$ cat src/rtl/mem_access_unit.sv
// -----------------------------------------------------------------------------
// mem_access_unit
//
// Load/store unit sitting directly behind the ALU. The ALU result is used as
// the effective address and rs2 as store data. One access is run on a simple
// req/ack data bus; the core is stalled with busy_o until done_o pulses.
//
// Optional feature (compile-time macro MEM_TIMEOUT_EN):
//   when defined, an access that waits TIMEOUT_CYCLES cycles in REQ without an
//   ack is aborted and completes with timeout_o=1. When undefined, REQ waits
//   indefinitely, timeout_o is tied low and no counter exists.
//
// Ports:
//   clk, reset         rising-edge clock, synchronous active-low reset
//   start_i            request an access (sampled only in IDLE)
//   we_i, funct3_i     store/load select and RISC-V size/sign code
//   addr_i, wdata_i    effective address and store data
//   busy_o, done_o     stall while an access runs, one-cycle completion pulse
//   rdata_o            aligned/extended load data, held until the next done_o
//   misaligned_o, illegal_o, timeout_o   fault flags, pulse with done_o
//   bus_req_o .. bus_wdata_o             bus request side
//   bus_ack_i, bus_rdata_i               bus response side
// -----------------------------------------------------------------------------
module mem_access_unit #(
    parameter int TIMEOUT_CYCLES = 255,
    parameter int TIMEOUT_W      = 8
) (
    input  logic        clk,
    input  logic        reset,
    input  logic        start_i,
    input  logic        we_i,
    input  logic [2:0]  funct3_i,
    input  logic [31:0] addr_i,
    input  logic [31:0] wdata_i,
    output logic        busy_o,
    output logic        done_o,
    output logic [31:0] rdata_o,
    output logic        misaligned_o,
    output logic        illegal_o,
    output logic        timeout_o,
    output logic        bus_req_o,
    output logic        bus_we_o,
    output logic [31:0] bus_addr_o,
    output logic [3:0]  bus_be_o,
    output logic [31:0] bus_wdata_o,
    input  logic        bus_ack_i,
    input  logic [31:0] bus_rdata_i
);

    typedef enum logic [1:0] {
        S_IDLE = 2'd0,
        S_REQ  = 2'd1,
        S_RESP = 2'd2
    } state_t;

    state_t      state_q, state_d;
    logic        we_q, we_d;
    logic [2:0]  funct3_q, funct3_d;
    logic [31:0] addr_q, addr_d;
    logic [31:0] wdata_q, wdata_d;
    logic [31:0] rdata_q, rdata_d;
    logic        mis_q, mis_d;
    logic        ill_q, ill_d;

`ifdef MEM_TIMEOUT_EN
    localparam logic [TIMEOUT_W-1:0] TO_LAST = TIMEOUT_W'(TIMEOUT_CYCLES - 1);
    logic [TIMEOUT_W-1:0] cnt_q, cnt_d;
    logic                 to_q, to_d;
`else
    // Parameters are kept for a uniform interface; they only matter with
    // the timeout feature compiled in.
    logic unused_timeout_cfg;
    assign unused_timeout_cfg = ^{TIMEOUT_CYCLES[0], TIMEOUT_W[0]};
`endif

    // ------------------------------------------------------------------
    // Access decode helpers
    // ------------------------------------------------------------------
    function automatic logic is_illegal(input logic we, input logic [2:0] f3);
        if (we) return (f3 != 3'b000) && (f3 != 3'b001) && (f3 != 3'b010);
        else    return (f3 == 3'b011) || (f3 == 3'b110) || (f3 == 3'b111);
    endfunction

    function automatic logic is_misaligned(input logic [2:0] f3, input logic [1:0] a);
        case (f3[1:0])
            2'b01:   return a[0];
            2'b10:   return a != 2'b00;
            default: return 1'b0;
        endcase
    endfunction

    function automatic logic [3:0] byte_en(input logic [2:0] f3, input logic [1:0] a);
        case (f3[1:0])
            2'b00:   return 4'b0001 << a;
            2'b01:   return a[1] ? 4'b1100 : 4'b0011;
            default: return 4'b1111;
        endcase
    endfunction

    function automatic logic [31:0] lane_wdata(input logic [2:0] f3, input logic [31:0] d);
        case (f3[1:0])
            2'b00:   return {4{d[7:0]}};
            2'b01:   return {2{d[15:0]}};
            default: return d;
        endcase
    endfunction

    // f3[2] set selects zero extension (LBU/LHU).
    function automatic logic [31:0] extract_load(input logic [2:0] f3, input logic [1:0] a,
                                                 input logic [31:0] d);
        logic [7:0]  b;
        logic [15:0] h;
        case (a)
            2'b00:   b = d[7:0];
            2'b01:   b = d[15:8];
            2'b10:   b = d[23:16];
            default: b = d[31:24];
        endcase
        h = a[1] ? d[31:16] : d[15:0];
        case (f3[1:0])
            2'b00:   return {{24{b[7] & ~f3[2]}}, b};
            2'b01:   return {{16{h[15] & ~f3[2]}}, h};
            default: return d;
        endcase
    endfunction

    // ------------------------------------------------------------------
    // State register
    // ------------------------------------------------------------------
    always_ff @(posedge clk) begin
        if (!reset) begin
            state_q  <= S_IDLE;
            we_q     <= 1'b0;
            funct3_q <= 3'b000;
            addr_q   <= 32'd0;
            wdata_q  <= 32'd0;
            rdata_q  <= 32'd0;
            mis_q    <= 1'b0;
            ill_q    <= 1'b0;
`ifdef MEM_TIMEOUT_EN
            cnt_q    <= '0;
            to_q     <= 1'b0;
`endif
        end else begin
            state_q  <= state_d;
            we_q     <= we_d;
            funct3_q <= funct3_d;
            addr_q   <= addr_d;
            wdata_q  <= wdata_d;
            rdata_q  <= rdata_d;
            mis_q    <= mis_d;
            ill_q    <= ill_d;
`ifdef MEM_TIMEOUT_EN
            cnt_q    <= cnt_d;
            to_q     <= to_d;
`endif
        end
    end

    // ------------------------------------------------------------------
    // Next-state logic
    // ------------------------------------------------------------------
    always_comb begin
        state_d  = state_q;
        we_d     = we_q;
        funct3_d = funct3_q;
        addr_d   = addr_q;
        wdata_d  = wdata_q;
        rdata_d  = rdata_q;
        mis_d    = mis_q;
        ill_d    = ill_q;
`ifdef MEM_TIMEOUT_EN
        cnt_d    = cnt_q;
        to_d     = to_q;
`endif
        case (state_q)
            S_IDLE: begin
                if (start_i) begin
                    we_d     = we_i;
                    funct3_d = funct3_i;
                    addr_d   = addr_i;
                    wdata_d  = wdata_i;
                    mis_d    = 1'b0;
                    ill_d    = 1'b0;
`ifdef MEM_TIMEOUT_EN
                    to_d     = 1'b0;
                    cnt_d    = '0;
`endif
                    // Faults complete without touching the bus; illegal
                    // is checked first so it masks misalignment.
                    if (is_illegal(we_i, funct3_i)) begin
                        ill_d   = 1'b1;
                        rdata_d = 32'd0;
                        state_d = S_RESP;
                    end else if (is_misaligned(funct3_i, addr_i[1:0])) begin
                        mis_d   = 1'b1;
                        rdata_d = 32'd0;
                        state_d = S_RESP;
                    end else begin
                        state_d = S_REQ;
                    end
                end
            end
            S_REQ: begin
                if (bus_ack_i) begin
                    if (!we_q) rdata_d = extract_load(funct3_q, addr_q[1:0], bus_rdata_i);
                    state_d = S_RESP;
                end
`ifdef MEM_TIMEOUT_EN
                // Ack on the limit edge takes the branch above.
                else if (cnt_q == TO_LAST) begin
                    to_d    = 1'b1;
                    rdata_d = 32'd0;
                    state_d = S_RESP;
                end else begin
                    cnt_d = cnt_q + 1'b1;
                end
`endif
            end
            S_RESP: begin
                state_d = S_IDLE;
            end
            default: begin
                state_d = S_IDLE;
            end
        endcase
    end

    // ------------------------------------------------------------------
    // Outputs
    // ------------------------------------------------------------------
    always_comb begin
        busy_o       = (state_q != S_IDLE);
        done_o       = (state_q == S_RESP);
        rdata_o      = rdata_q;
        misaligned_o = (state_q == S_RESP) && mis_q;
        illegal_o    = (state_q == S_RESP) && ill_q;
`ifdef MEM_TIMEOUT_EN
        timeout_o    = (state_q == S_RESP) && to_q;
`else
        timeout_o    = 1'b0;
`endif
        // Bus side is driven only while requesting so it idles at zero.
        bus_req_o    = 1'b0;
        bus_we_o     = 1'b0;
        bus_addr_o   = 32'd0;
        bus_be_o     = 4'b0000;
        bus_wdata_o  = 32'd0;
        if (state_q == S_REQ) begin
            bus_req_o   = 1'b1;
            bus_we_o    = we_q;
            bus_addr_o  = {addr_q[31:2], 2'b00};
            bus_be_o    = byte_en(funct3_q, addr_q[1:0]);
            bus_wdata_o = lane_wdata(funct3_q, wdata_q);
        end
    end

endmodule

$ cat config.mk
export PLATFORM = sky130hd
export DESIGN_NAME = mem_access_unit
export DESIGN_NICKNAME = d
export VERILOG_FILES = /design/src/rtl/mem_access_unit.sv
export SDC_FILE = /design/constraint.sdc
export NUM_CORES = 1
export LEC_CHECK = 0
export ABC_AREA = 1
export CAP_MARGIN = 10
export CORE_MARGIN = 5
export CORE_UTILIZATION = 43
export DETAILED_ROUTE_END_ITERATION = 10
export PLACE_DENSITY_LB_ADDON = 0.25
export SLEW_MARGIN = 20
export SYNTH_ARGS = -nofsm -noshare
export SYNTH_HDL_FRONTEND = slang
export SYNTH_SLANG_ARGS = --single-unit
$ cat constraint.sdc
create_clock -name clk -period 1.7 [get_ports clk]
set_input_delay 0.17 -clock clk [delete_from_list [all_inputs] [get_ports clk]]
set_output_delay 0.17 -clock clk [all_outputs]
set_load 0.02 [all_outputs]
* Yosys cells after proc, flatten, opt, wreduce, memory -nomap -nowiden
Cells that the tools add are included.
** Storage, ports and cells
- Register bits after elaboration :: 104
- Latch bits :: 0
- Memory bits (writable) :: 0
- ROM bits :: 0
- Input port bits :: 104
- Output and inout bits :: 107
- Word-level logic and storage cells :: 79
- Memories :: 0
** Cells by class
- $add $sub $neg :: 0
- Multiply operators :: 0
- Divide/modulo/power cells :: 0
- Order comparisons :: 0
- Equal/unequal tests :: 16
- Shifts and indexed selects :: 1
- Muxes and demuxes :: 35
- Bitwise operators :: 3
- Reduce and logical (&&, ||, !) cells :: 16
** Operators by type and width (number)
- $mux 32 :: 7
- $pmux 32 s2 :: 3
- $mux 8 :: 3
- $pmux 8 s3 :: 1
- $mux 16 :: 1
- $mux 1 :: 11
- $eq 2x1->1 const B :: 4
- $mux 2 :: 4
- $mux 4 :: 2
- $pmux 4 s2 :: 1
- $eq 2x2->1 const B :: 3
- $eq 3x3->1 const B :: 2
- $logic_not 2->1 :: 3
- $ne 2x2->1 const B :: 3
- $reduce_bool 2->1 :: 3
- $reduce_and 5->1 :: 1
- $logic_and 1x1->1 :: 4
- $pmux 2 s2 :: 1
- $reduce_and 2->1 :: 2
- $shl 1x2->4 const A :: 1
- $eq 3x2->1 const B :: 1
- $ne 3x1->1 const B :: 1
- $ne 3x2->1 const B :: 1
- $ne 3x3->1 const B :: 1
- other kinds (5) :: 7

* Depth between registers and ports, before layout
Gate-level depths: netlist of the first run.
- Word-level depth :: 13
- Mapped depth :: 11
- Depth with buffers taken out :: 11

* Worst setup path before layout of the first run
Ideal clock, no wire load.
- Kind :: reg-to-output
- From :: register state_q[0]
- To :: output bus_wdata_o[15]
- Arrival :: 1405 ps
- Data required time :: 1530 ps
- Path slack :: 125 ps
- Stages on the path, launching flop included :: 7
- Buffers on the path :: 2
- Cell sequence :: dfxtp_1 inv_2 nor2_2 buf_6 inv_2 clkbuf_1 nor3_1
** Between the ends
- Longest elaborated chain between the ends :: 2
** Ends and longest elaborated chain
- from (decl) :: line 56 : state_t state_q, state_d;
- from (signal assigned) :: line 145 : state_q <= state_d;
- $eq 2x1->1 :: line 249 : if (state_q == S_REQ) begin
- $mux 32 :: line 249
- to (decl) :: line 45 : output logic [31:0] bus_wdata_o,
No other way between the ends.

* Final worst setup path of the first run
- From :: register funct3_q[1]
- To :: output bus_wdata_o[27]
** Between the ends
- Longest elaborated chain between the ends :: 3
- Elaborated cells on any way between the ends :: 4
** Ends and longest elaborated chain
- from (decl) :: line 58 : logic [2:0] funct3_q, funct3_d;
- from (signal assigned) :: line 147 : funct3_q <= funct3_d;
- $eq 2x1->1 / $logic_not 2->1 (equally long branches) :: line 101 : case (f3[1:0])
- $pmux 32 s2 * :: line 101
- $mux 32 * :: line 249
Mark *: on every way between the ends. The rest lies on a longest branch, timed or not.

==> results of run 1 <==
## layer usage
metal	share of wire, %	wire [um]	track usage (%)	vias to the layer above
met1	43	7001	28.10	2486
met5	0	0	0	-
met4	3.0	500	9.664	0
met3	8.4	1390	5.935	36
li1	-	-	-	2869
met2	46	7572	35.25	224
## cell type report
class                      count  area share, %
clock buffer                  13          3.203
clock inverter                 3         0.8328
inverter                      80          4.036
multi-input combinational    524          33.36
sequential                   104          26.73
tap                          147          2.354
timing repair buffer         259          29.48
## worst min-delay path, cell delays in order
cell,delay [ps]
sky130_fd_sc_hd__buf_2,210
sky130_fd_sc_hd__o21ai_0,110
sky130_fd_sc_hd__a21oi_1,40
## sequential cells by signal (all words and copies together) (netlist names)
name      count
addr_q       32
rdata_o      32
wdata_q      32
funct3_q      3
state_q       2
ill_q         1
mis_q         1
we_q          1
## placed cells by master (no fill, tap or decap), types with 4 or more instances in the layout
master	count
sky130_fd_sc_hd__ha_1	4
sky130_fd_sc_hd__nand3_1	20
sky130_fd_sc_hd__nor2_2	7
sky130_fd_sc_hd__buf_12	9
sky130_fd_sc_hd__a21oi_1	93
sky130_fd_sc_hd__buf_4	70
sky130_fd_sc_hd__a21oi_2	11
sky130_fd_sc_hd__dfxtp_1	101
sky130_fd_sc_hd__nor2_4	6
sky130_fd_sc_hd__inv_2	6
sky130_fd_sc_hd__o21ai_0	77
sky130_fd_sc_hd__nor2_1	129
sky130_fd_sc_hd__o22ai_1	14
sky130_fd_sc_hd__dlygate4sd2_1	4
sky130_fd_sc_hd__nand2_2	14
sky130_fd_sc_hd__inv_1	72
sky130_fd_sc_hd__buf_2	39
sky130_fd_sc_hd__o21ai_1	17
sky130_fd_sc_hd__clkdlybuf4s50_1	134
sky130_fd_sc_hd__clkbuf_16	9
sky130_fd_sc_hd__nand2_1	110
## power groups by stage
stage | sequential [mW] | combinational, mW | clock [mW]
after global routing | 2.75 | 1.99 | 2.38
after floorplan | 2.77 | 0.974 | 0
after global placement | 2.77 | 1.69 | 0
after CTS | 2.73 | 1.69 | 2.29
after detailed placement | 2.78 | 1.71 | 0
final | 2.73 | 1.81 | 2.25
## cells by family (layout without fill, tap and decap cells)
family | Yosys count | after routing
adders and majority gates | 4 | 4
buffers and inverters | 131 | 355
DFF | 104 | 104
AOI/OAI and AO/OA | 217 | 217
and+or+nand+nor | 299 | 300
other | 1 | 3
## per-stage QoR
step | power (mW) | TNS [ps] | std cells | setup WS [ps]
floorplan | 3.748 | 0 | 758 | 125.1
global placement | 4.467 | -16120 | 1110 | -349.5
detailed placement | 4.488 | -18770 | 1110 | -434.8
CTS | 6.713 | -547.2 | 1126 | -160.8
global route | 7.122 | -229.1 | 1130 | -33.43
finish | 6.790 | 0 | 1130 | 34.28
## what timing repair did
action / in CTS / in global routing
pin swaps: 0 / 5
setup buffers: 0 / 3
resized for setup: 279 / 74
cloned: 0 / 1
hold buffers: 0 / 0
setup endpoints to repair: 104 / 84
## worst paths after layout
kind	to	startpoint	cells past startpoint	slack [ps]
max	bus_wdata_o[27]	funct3_q[1]	7	30
min	addr_q[17]	reset	3	240
max reg2reg	rdata_o[24]	funct3_q[1]	10	140
min reg2reg	addr_q[11]	addr_q[11]	2	450
==> impl_results.rst, run 1 <==
.. list-table::
   :header-rows: 1

   * - Metric
     - Value
   * - Register cell area after layout
     - 2088 um2
   * - Total clock buffers created by CTS
     - 9
   * - I/O pin count
     - 211
   * - Post-route clock period utilization
     - 97.98%
   * - Vertical die dimension
     - 119.4 um
   * - Area of all placed cells without fillers
     - 7812 um2
   * - Startpoint type of the worst setup path
     - register
   * - Highest fanout seen on the critical path
     - 8
   * - Slew Viols, Final
     - 0
   * - Residual DRC count
     - 0
   * - Most repeated cell in the gate-level netlist after synthesis
     - sky130_fd_sc_hd__nor2_1
   * - Wire length per cell
     - 14.57 um
   * - Switching Fraction
     - 29.87%
   * - Family with the most delay on the worst path
     - buffers and inverters
   * - Post-Syn Area per Cell
     - 6.807 um2
   * - EDFF count, synth
     - 0
   * - Xor and xnor area share after synthesis
     - 0%
   * - WP data required
     - 1530 ps
   * - Reported max-cap violation count
     - 0
   * - Largest cells by area after synthesis
     - sky130_fd_sc_hd__dfxtp_1 (40%), sky130_fd_sc_hd__nor2_1 (10%), sky130_fd_sc_hd__o21ai_0 (9.3%)
   * - Warnings from Yosys
     - 0
   * - Tightest Hold Check Type
     - input pin to register
   * - Max Buffers Root-to-Sink
     - 2
   * - Fmax achieved
     - 600.3 MHz
   * - Count of buffers from port buffering
     - 207
   * - Detailed-router iteration count before antenna repair
     - 5
   * - Clk slew on worst S/H paths
     - 70 ps
   * - Synth Register Bits
     - 104
   * - Die Outline Area
     - 14,260 um2
   * - List of most frequent post-synthesis cells
     - sky130_fd_sc_hd__nor2_1 (137), sky130_fd_sc_hd__nand2_1 (111), sky130_fd_sc_hd__dfxtp_1 (104)
   * - Logic pwr share
     - 26.7%
   * - Post-layout net count
     - 1,086
   * - Power per cell area
     - 869.2 nW/um2
   * - Share of synthesized registers carrying an async set or reset
     - 0%
   * - Category of the worst setup path capture point
     - primary output
   * - Synthesized instance count
     - 756
   * - Setup violation total in the final timing report
     - 0
   * - Width of the chip
     - 119.4 um
   * - Total number of clock tree sinks
     - 104
   * - Clock share of power
     - 33.1%
   * - Clock root buffer
     - sky130_fd_sc_hd__clkbuf_16
   * - Placed Area
     - 7594 um2
   * - Grt total ovfl
     - 0
   * - Number of antenna violations at the first check in global routing
     - 0
   * - Initial core utilization
     - 43.39%
   * - Number of global-route vias before repair
     - 5,224
   * - Final HPWL from detailed placement
     - 11,870 um
   * - Crit-path max cell delay
     - 370 ps
   * - Fraction of the mapped netlist area in compound gates
     - 22.39%
   * - H-Tree Depth
     - 3
   * - Crit-path cells
     - buf_6, clkinv_8, nand2_8, buf_12, o21ai_1, nor2_1, buf_2
   * - Combinational family with the most area after synthesis
     - simple AND/OR/NAND/NOR gates
   * - Post-layout utilization of the core
     - 65.87%
   * - Total vias in the final route
     - 5,615
   * - Total detailed-routing wirelength
     - 16,470 um
   * - Arrival @ worst endpoint
     - 1500 ps
   * - Share of final-layout standard cells stronger than drive strength 1
     - 19.84%
   * - Max VDD drop
     - 0.5348 mV
   * - Top FF cell, synth
     - sky130_fd_sc_hd__dfxtp_1
   * - Portion of synthesized cell area occupied by the leading cell type
     - 40.46%
   * - Crit path buf inv count
     - 4
   * - Placement Rows
     - 40
   * - Initial detailed-routing violation count
     - 420
   * - Weighted congestion at the end of routability-driven global placement
     - 0.8713
   * - Placeable Area
     - 11,860 um2
   * - Vias per inst
     - 4.969
   * - Biggest area consumer among synthesized cells
     - sky130_fd_sc_hd__dfxtp_1
   * - Area taken by multi-input logic gates
     - 2606 um2
   * - Final Skew
     - 7.723 ps
   * - Count of cell types in the netlist
     - 31
   * - Basic-gate share of the synthesized area counting and, or, nand and nor cells
     - 24.56%
   * - Setup repair after global routing missed its margin
     - yes
   * - P_int
     - 4.762 mW
   * - Post-route worst hold slack
     - 239.7 ps
   * - Leak pwr
     - 3.418 nW
   * - Worst skew pair latency
     - 350 ps
   * - Fin crit period
     - 1666 ps
   * - Status
     - complete, no violations
   * - Synthesis-to-finish area growth
     - 51.81%
   * - Number of fillers in the final layout
     - 1,109
   * - Register share of total power
     - 40.2%
   * - Number of diodes
     - 0
   * - Total net switching power
     - 2.028 mW
   * - Largest net degree at the start of global routing
     - 64
   * - Slowest cell on the critical path
     - sky130_fd_sc_hd__dfxtp_4
   * - Critical path class
     - register to primary output
   * - Global-route wire length before repair
     - 25,920 um
   * - GRT Overall Usage
     - 22.12%
   * - Share of synthesized cell area in full adder, half adder and majority cells
     - 0.9725%
   * - Final hold viol count
     - 0
   * - Multiplexer share of the synthesized area
     - 0%
   * - Final antenna-violating net count
     - 0
   * - Seq/Total Area, Yosys
     - 40.46%
   * - Clock tree from TritonCTS
     - done
   * - Post-synthesis instance area
     - 5146 um2
(Power assumes the default switching activity.)
==> inputs of run 2 (changes only) <==
--- a/config.mk
+++ b/config.mk
@@ -10,6 +10,7 @@
 export CORE_MARGIN = 5
 export CORE_UTILIZATION = 43
 export DETAILED_ROUTE_END_ITERATION = 10
+export GPL_TIMING_DRIVEN = 0
 export PLACE_DENSITY_LB_ADDON = 0.25
 export SLEW_MARGIN = 20
 export SYNTH_ARGS = -nofsm -noshare
==> run 2 against run 1 <==
  * The run now ends with setup timing left
  * Worst setup slack worse by 55 ps
  * Maximum frequency is 3.2% lower
  * Sequential share of layout area is 1.4 points lower
  * Highest routed layer unchanged
==> impl_results.rst, run 2 (same netlist as run 1, synthesis figures left out) <==
.. list-table::
   :header-rows: 1

   * - Metric
     - Value
   * - Max-slew headroom
     - 55.63%
   * - Total vias in the final route
     - 5,828
   * - Share of final-layout standard cells stronger than drive strength 1
     - 24.45%
   * - Clk slew on worst S/H paths
     - 70 ps
   * - Leak pwr
     - 3.463 nW
   * - I/O pin count
     - 211
   * - Highest fanout seen on the critical path
     - 8
   * - Final Skew
     - 8.344 ps
   * - Vertical die dimension
     - 119.4 um
   * - Number of antenna violations at the first check in global routing
     - 1
   * - Detailed-router iteration count before antenna repair
     - 5
   * - Post-route worst hold slack
     - 201.3 ps
   * - Weighted congestion at the end of routability-driven global placement
     - 0.9541
   * - Tightest Hold Check Type
     - input pin to register
   * - Initial core utilization
     - 43.39%
   * - Residual DRC count
     - 0
   * - Grt total ovfl
     - 0
   * - Initial detailed-routing violation count
     - 421
   * - Most used cells in the layout excluding fill and tap cells
     - sky130_fd_sc_hd__clkdlybuf4s50_1 (133), sky130_fd_sc_hd__nand2_1 (107), sky130_fd_sc_hd__nor2_1 (100)
   * - Non-filler instance count after layout
     - 1,142
   * - Timing startpoint of the critical path
     - state_q[0]
   * - Placeable Area
     - 11,860 um2
   * - Setup repair after global routing missed its margin
     - yes
   * - Number of global-route vias before repair
     - 5,482
   * - Minimum setup slack among reg-to-reg paths
     - 80 ps
   * - Clock root buffer
     - sky130_fd_sc_hd__clkbuf_16
   * - Final total power
     - 6.909 mW
   * - Max Buffers Root-to-Sink
     - 2
   * - Largest net degree at the start of global routing
     - 16
   * - Fmax achieved
     - 581.2 MHz
   * - Vias per inst
     - 5.103
   * - Fin Setup TNS
     - -32.64 ps
   * - Violated checks
     - setup timing
   * - Wire length per cell
     - 15.97 um
   * - Capture instance of the worst register-to-register path
     - rdata_o[6]
   * - Total number of clock tree sinks
     - 104
   * - Final HPWL from detailed placement
     - 13,150 um
   * - Count of buffers from port buffering
     - 206
   * - Worst skew pair latency
     - 350 ps
   * - Most common cell after layout, fill and taps aside
     - sky130_fd_sc_hd__clkdlybuf4s50_1
   * - Post-route clock period utilization
     - 101.2%
   * - H-Tree Depth
     - 3
   * - Status
     - finished with violations
   * - Clock tree from TritonCTS
     - done
   * - Reported max-cap violation count
     - 0
   * - Fin crit period
     - 1721 ps
   * - Number of fillers in the final layout
     - 1,020
   * - Final hold viol count
     - 0
   * - Arrival @ worst endpoint
     - 1550 ps
   * - Width of the chip
     - 119.4 um
   * - Tightest Pin Transition
     - 665.6 ps
   * - Final antenna-violating net count
     - 0
   * - Startpoint type of the worst setup path
     - register
   * - DP Cell Count
     - 1,111
   * - Pre-CTS setup slack
     - -562.6 ps
   * - Synthesis-to-finish area growth
     - 60.90%
   * - Die Outline Area
     - 14,260 um2
   * - Total detailed-routing wirelength
     - 18,240 um
   * - Post-layout net count
     - 1,099
   * - Max VDD drop
     - 0.5218 mV
   * - Setup violation total in the final timing report
     - 3
   * - Reg2reg start
     - funct3_q[0]
   * - Total clock buffers created by CTS
     - 9
   * - Worst setup path endpoint
     - bus_wdata_o[15]
   * - Global-route wire length before repair
     - 27,250 um
   * - Placement Rows
     - 40
   * - Slew Viols, Final
     - 0
   * - Power per cell area
     - 834.4 nW/um2
   * - Worst Setup Slack, final
     - -20.50 ps
   * - WP data required
     - 1530 ps
   * - Category of the worst setup path capture point
     - primary output
   * - Critical path class
     - register to primary output
   * - Depth of the worst register-to-register path
     - 11
   * - GRT Overall Usage
     - 23.90%
[run 2: cell types whose count changed in the layout (fill, tap and decap cells not counted), moves of 7 or more]
cell	before	now
sky130_fd_sc_hd__buf_2	39	16
sky130_fd_sc_hd__nor2_2	7	19
sky130_fd_sc_hd__buf_4	70	50
sky130_fd_sc_hd__a21oi_1	93	86
sky130_fd_sc_hd__a21oi_2	11	18
sky130_fd_sc_hd__o21ai_1	17	6
sky130_fd_sc_hd__nor2_1	129	100
sky130_fd_sc_hd__clkbuf_1	3	16
sky130_fd_sc_hd__o21ai_2	2	10
sky130_fd_sc_hd__buf_6	1	36
sky130_fd_sc_hd__nor2_4	6	23
[run 2: report_power, final]
group	leakage [nW]	total [mW]	internal [mW]	switching, mW
Combinational	2.45	1.92	0.808	1.12
Sequential	0.858	2.75	2.63	0.112
Clock	0.154	2.24	1.31	0.928
[run 2: routing by layer]
| layer | global-route usage, % | share of wire (%) | wire (um) | vias to the layer above |
|---|---|---|---|---|
| met5 | 0 | 0 | 0 | - |
| met4 | 8.733 | 2.4 | 437 | 0 |
| met3 | 6.363 | 8.6 | 1574 | 30 |
| met2 | 40.66 | 48 | 8834 | 234 |
| met1 | 28.94 | 41 | 7395 | 2662 |
| li1 | - | - | - | 2902 |
[run 2: worst min path at each step]
stage,start,end,depth (start not counted)
finish,funct3_i[0],funct3_q[0],3
global route,funct3_i[0],funct3_q[0],3
CTS,reset,wdata_q[3],3
detailed placement,addr_q[13],addr_q[13],2
global placement,addr_q[21],addr_q[21],2
floorplan,wdata_i[28],wdata_q[28],2
[run 2: critical path, stage by stage, from the launching register on]
cell,delay [ps]
sky130_fd_sc_hd__dfxtp_2,350
sky130_fd_sc_hd__inv_4,50
sky130_fd_sc_hd__nor2_4,120
sky130_fd_sc_hd__buf_12,160
sky130_fd_sc_hd__inv_8,70
sky130_fd_sc_hd__clkbuf_16,160
sky130_fd_sc_hd__nor3_4,140
sky130_fd_sc_hd__buf_6,140
[run 2: layout make-up]
| type | count | area [um2] | share of cell area (%) |
|---|---|---|---|
| diodes | 1 | 2.502 | 0.03022 |
| clock inverters | 4 | 70.07 | 0.8462 |
| clock buffers | 10 | 239.0 | 2.886 |
| inverters | 80 | 332.8 | 4.019 |
| multi-input cells | 523 | 2820 | 34.06 |
| well taps | 147 | 183.9 | 2.221 |
| repair buffers | 222 | 2121 | 25.61 |
| plain buffers | 50 | 409.1 | 4.941 |
| repair inverters | 1 | 6.256 | 0.07555 |
| flip-flops and latches | 104 | 2096 | 25.31 |
[run 2: repair_timing]
| action | 4_1_cts | 5_1_grt |
|---|---|---|
| setup endpoints to repair | 92 | 97 |
| pin swaps | 5 | 11 |
| hold buffers | 0 | 0 |
| gates resized for setup | 360 | 175 |
| gates cloned | 2 | 1 |
| buffers inserted | 6 | 8 |
[run 2: metrics by stage]
stage,util (%),cell area (um2)
3_3_place_gp,62.38,7400
6_report,69.81,8280
4_1_cts,64.93,7701
2_1_floorplan,-,5154
5_1_grt,69.81,8280
3_5_place_dp,62.38,7400
